===== config.mk =====
export PLATFORM = sky130hd
export DESIGN_NAME = match_controller
export DESIGN_NICKNAME = d
export VERILOG_FILES = /design/src/rtl/match_controller.sv
export SDC_FILE = /design/constraint.sdc
export NUM_CORES = 1
export LEC_CHECK = 0
export BUFFER_PORTS_ARGS = -buffer_cell sky130_fd_sc_hd__buf_2
export CORE_MARGIN = 2
export CORE_UTILIZATION = 42
export DETAILED_ROUTE_END_ITERATION = 16
export PLACE_DENSITY = 0.7
export SLEW_MARGIN = 25
export SYNTH_ARGS = -nofsm -noshare
export SYNTH_HDL_FRONTEND = slang
export SYNTH_SLANG_ARGS = --single-unit

===== constraint.sdc =====
create_clock -name clk -period 2.3 [get_ports clk]
set_clock_uncertainty 0.2 [all_clocks]
set_input_delay 0.345 -clock clk [delete_from_list [all_inputs] [get_ports clk]]
set_output_delay 0.345 -clock clk [all_outputs]
set_load 0.02 [all_outputs]

===== src/rtl/match_controller.sv =====
// Round/match sequencer for the tug-of-war game: gates the playfield, keeps score, drives the level operand and digits.
// Optional difficulty ramp enabled by defining MATCH_DIFFICULTY_RAMP_EN.
module match_controller #(
    parameter int unsigned WIN_SCORE   = 3,
    parameter int unsigned HOLD_CYCLES = 4,
    parameter logic [8:0]  BASE_LEVEL  = 9'd256,
    parameter logic [8:0]  LEVEL_STEP  = 9'd32
) (
    input  logic       clk,
    input  logic       reset,
    input  logic       start,
    input  logic       win_l,
    input  logic       win_r,
    output logic       field_reset,
    output logic       play_en,
    output logic [8:0] level,
    output logic [2:0] score_l,
    output logic [2:0] score_r,
    output logic [6:0] hex_l,
    output logic [6:0] hex_r,
    output logic       match_over,
    output logic       winner
);

    typedef enum logic [2:0] {
        ST_IDLE,
        ST_CLEAR,
        ST_PLAY,
        ST_ROUND_END,
        ST_MATCH_OVER
    } state_t;

    localparam int unsigned CW        = (HOLD_CYCLES > 1) ? $clog2(HOLD_CYCLES) : 1;
    localparam logic [CW-1:0] HOLD_LOAD = CW'(HOLD_CYCLES - 1);
    localparam logic [2:0]  WIN_TARGET = 3'(WIN_SCORE);

    function automatic logic [6:0] seg7(input logic [2:0] v);
        logic [6:0] s;
        case (v)
            3'd0:    s = 7'b1000000;
            3'd1:    s = 7'b1111001;
            3'd2:    s = 7'b0100100;
            3'd3:    s = 7'b0110000;
            3'd4:    s = 7'b0011001;
            3'd5:    s = 7'b0010010;
            3'd6:    s = 7'b0000010;
            default: s = 7'b1111000;
        endcase
        return s;
    endfunction

    state_t        state_q, state_d;
    logic [CW-1:0] cnt_q, cnt_d;
    logic [2:0]    score_l_q, score_l_d, score_r_q, score_r_d;
    logic [8:0]    level_q, level_d;
    logic          winner_q, winner_d;
    logic          field_reset_q, field_reset_d;
    logic          play_en_q, play_en_d;
    logic          match_over_q, match_over_d;
    logic [6:0]    hex_l_q, hex_l_d, hex_r_q, hex_r_d;

`ifdef MATCH_DIFFICULTY_RAMP_EN
    logic [9:0] level_sum;
    assign level_sum = {1'b0, level_q} + {1'b0, LEVEL_STEP};
`else
    logic unused_level_step;
    assign unused_level_step = ^LEVEL_STEP;
`endif

    always_comb begin
        state_d   = state_q;
        cnt_d     = cnt_q;
        score_l_d = score_l_q;
        score_r_d = score_r_q;
        level_d   = level_q;
        winner_d  = winner_q;
        case (state_q)
            ST_IDLE, ST_MATCH_OVER: begin
                if (start) begin
                    state_d   = ST_CLEAR;
                    score_l_d = 3'd0;
                    score_r_d = 3'd0;
                    level_d   = BASE_LEVEL;
                end
            end
            ST_CLEAR: state_d = ST_PLAY;
            ST_PLAY: begin
                // simultaneous wins cancel out and are ignored
                if (win_l ^ win_r) begin
                    state_d  = ST_ROUND_END;
                    cnt_d    = HOLD_LOAD;
                    winner_d = win_r;
                    if (win_r) begin
                        score_r_d = score_r_q + 3'd1;
`ifdef MATCH_DIFFICULTY_RAMP_EN
                        level_d = level_sum[9] ? 9'd511 : level_sum[8:0];
`endif
                    end else begin
                        score_l_d = score_l_q + 3'd1;
                    end
                end
            end
            ST_ROUND_END: begin
                if (cnt_q == '0) begin
                    state_d = (score_l_q == WIN_TARGET || score_r_q == WIN_TARGET)
                              ? ST_MATCH_OVER : ST_CLEAR;
                end else begin
                    cnt_d = cnt_q - 1'b1;
                end
            end
            default: state_d = ST_IDLE;
        endcase
`ifndef MATCH_DIFFICULTY_RAMP_EN
        level_d = BASE_LEVEL;
`endif
        field_reset_d = (state_d == ST_IDLE) || (state_d == ST_CLEAR) || (state_d == ST_MATCH_OVER);
        play_en_d     = (state_d == ST_PLAY);
        match_over_d  = (state_d == ST_MATCH_OVER);
        hex_l_d       = seg7(score_l_d);
        hex_r_d       = seg7(score_r_d);
    end

    always_ff @(posedge clk) begin
        if (!reset) begin
            state_q       <= ST_IDLE;
            cnt_q         <= '0;
            score_l_q     <= 3'd0;
            score_r_q     <= 3'd0;
            level_q       <= BASE_LEVEL;
            winner_q      <= 1'b0;
            field_reset_q <= 1'b1;
            play_en_q     <= 1'b0;
            match_over_q  <= 1'b0;
            hex_l_q       <= 7'b1000000;
            hex_r_q       <= 7'b1000000;
        end else begin
            state_q       <= state_d;
            cnt_q         <= cnt_d;
            score_l_q     <= score_l_d;
            score_r_q     <= score_r_d;
            level_q       <= level_d;
            winner_q      <= winner_d;
            field_reset_q <= field_reset_d;
            play_en_q     <= play_en_d;
            match_over_q  <= match_over_d;
            hex_l_q       <= hex_l_d;
            hex_r_q       <= hex_r_d;
        end
    end

    assign field_reset = field_reset_q;
    assign play_en     = play_en_q;
    assign level       = level_q;
    assign score_l     = score_l_q;
    assign score_r     = score_r_q;
    assign hex_l       = hex_l_q;
    assign hex_r       = hex_r_q;
    assign match_over  = match_over_q;
    assign winner      = winner_q;

endmodule

==> impl_metrics.yaml <==
status:
  status: "complete, no violations"
worst_setup_path:
  path_class: "reg2reg"
  cp.required_ns: 2.26
  cp-end-kind: "flop"
  start_kind: "flop"
  path_max_fanout: 11
  arrival_ns: 1.98
synth:
  synth-edff-count: 0
  synthTopCellsByCount: "dfxtp_1 (29), nor2_1 (14), buf_4 (11), a21oi_1 (9), inv_1 (9)"
  synth_cells: 166
  synth_seq_cells: 29
  yosysTopAreaCell: "dfxtp_1"
  yosysTopAreaCellShare_pct: 37.42
  yosys_warnings: 0
  synthDistinctLibCells: 53
  synth_area_per_cell_um2: 9.346
  netlist_top_cells_area: "dfxtp_1 (37%), buf_4 (5.3%), ha_1 (4.0%)"
  async_flop_share_pct: 0
  synth_flop_cell: "dfxtp_1"
  synth_sequential_area_ratio_pct: 37.42
  syn_area_um2: 1551
  synth.most_common_cell: "dfxtp_1"
job:
  drv_cap: 0
finish:
  drive_gt1_share_pct: 26.77
  area_growth_pct: 15.32
  nNetsFinal: 208
  antennaDiodeCount: 0
placement:
  routabilityCongestion: 0.8336
  port_buffers: 28
  dpl_worst_slack_ns: 0.2940
  place_hpwl_mm: 2.297
clocking:
  hold_buffers: 0
  post_cts_resized: 0
  clockRootBuffer: "clkbuf_8"
  cts.clk_slew.worst_paths_ns: 0.06
  clkLatencyLatePin_ns: 0.28
  cts_setup_buffers: 0
  cts_buffers: 5
  cts_sinks: 29
  cts.htree.levels: 2
  cts_tree: "built"
  clockBufferDepth: 2
sta:
  tightest_slew_ns: 0.6509
  layout_setup_ws_ns: 0.2798
  fin_crit_sh_pct: 87.84
  rsz0062_at_grt: "no"
  slew_headroom_pct: 56.51
  setup-tns-final_ns: 0
  fmax_mhz: 495.0
  fin_crit_ns: 2.020
  slew_violations: 0
  hold_viol_final: 0
  setup_viol: 0
die:
  die_w_um: 64.78
  start_util_pct: 43.03
  pin_count: 38
  dieArea_um2: 4196
  die_h_um: 64.78
  core_area_um2: 3606
  num_rows: 22
power_and_ir_drop:
  peakVddDrop_v: 0.0003866
  power_leakage_uw: 0.0007481
  cellPowerDensity_nw_per_um2: 605.3
routing:
  ant_nets: 0
  drc: 0
  via_count: 1312
  drtIter0Drc: 72
  wire_per_inst_um: 12.79
  drt_wl_total_mm: 3.147
  drtPass1Iterations: 4
  avgViaCountPerCell: 5.333
min_path:
  hp-class: "in2reg"
global_route:
  grt_pass1_vias: 1226
  track_usage_pct: 16.83
  grt_pass1_wl_mm: 5.416
  grt_max_degree: 21
  antenna_found_initial: 0
  grt_overflow: 0
## area by class of cell
type / count / area [um2]
timing repair buffer: 35 / 192.7
multi-input combinational: 117 / 832.0
fill: 348 / 1817
clock buffer: 7 / 86.33
sequential: 29 / 580.6
tap: 48 / 60.06
inverter: 10 / 37.54
## registers in the layout, summed over array words and instances, names as in the netlist
signal and count:
cnt_q 2, field_reset 1, hex_l 7, hex_r 7
match_over 1, play_en 1, score_l 3, score_r 3
state_q 3, winner 1
## logic make-up after synthesis
family | count (synthesis) | synth area share, %
other cells | 2 | 0.4841
compound gates | 51 | 25.57
fa+ha+maj | 6 | 4.677
buf+inv | 27 | 10.64
xor+xnor | 3 | 1.694
flops | 29 | 37.42
simple gates | 48 | 19.52
## worst max-delay path, stage by stage, from the launching register on
cell and delay (ns):
dfxtp_1 0.56, nor3b_1 0.20, a311oi_1 0.47, nor2_1 0.17, a311o_1 0.30
## power breakdown
group	switching, uW	internal, uW
clock network	171	236
registers	16.9	519
logic	92.8	47.0
## metrics by stage
step           instance area (um2)  hold slack (ns)  utilization (%)  total power [uW]  std cells
6_report                      1789           0.1759            49.62              1083        246
5_1_grt                       1789           0.1856            49.62              1132        246
4_1_cts                       1789           0.1799            49.62              1093        246
3_5_place_dp                  1703           0.2649            47.22             686.1        239
3_3_place_gp                  1703           0.2576            47.22             684.3        239
2_1_floorplan                 1578           0.2429                -             673.1        173
## per-layer routing
metal / vias up / part of all wire, % / global-route usage [%]
li1: 666 / - / -
met2: 44 / 45 / 27.19
met1: 596 / 46 / 20.37
met3: 6 / 6.7 / 5.035
met4: 0 / 1.8 / 7.979
met5: - / 0 / 0
## final timing paths
kind / end / cells past startpoint / start / slack (ns)
max: hex_l[6]$_SDFF_PN1_ / 4 / state_q[0]$_SDFF_PN0_ / 0.28
min: hex_r[6]$_SDFF_PN1_ / 2 / reset / 0.18
max reg2reg: hex_l[6]$_SDFF_PN1_ / 4 / state_q[0]$_SDFF_PN0_ / 0.28
min reg2reg: winner$_SDFFE_PN0P_ / 2 / winner$_SDFFE_PN0P_ / 0.27
## layout by cell type, fill, tap and decap left out, types with 4 or more instances in the layout
| cell | synthesis | final |
|---|---|---|
| buf_4 | 11 | 7 |
| conb_1 | 2 | 9 |
| o21ai_0 | 6 | 6 |
| dfxtp_1 | 29 | 29 |
| nor2_1 | 14 | 14 |
| ha_1 | 5 | 5 |
| a21oi_1 | 9 | 9 |
| inv_1 | 9 | 9 |
| a211oi_1 | 6 | 6 |
| nand3_1 | 7 | 7 |
| clkbuf_8 | 0 | 6 |
| buf_2 | 0 | 28 |
| o211ai_1 | 8 | 8 |
| nand2_1 | 4 | 4 |
(Power assumes the default switching activity.)
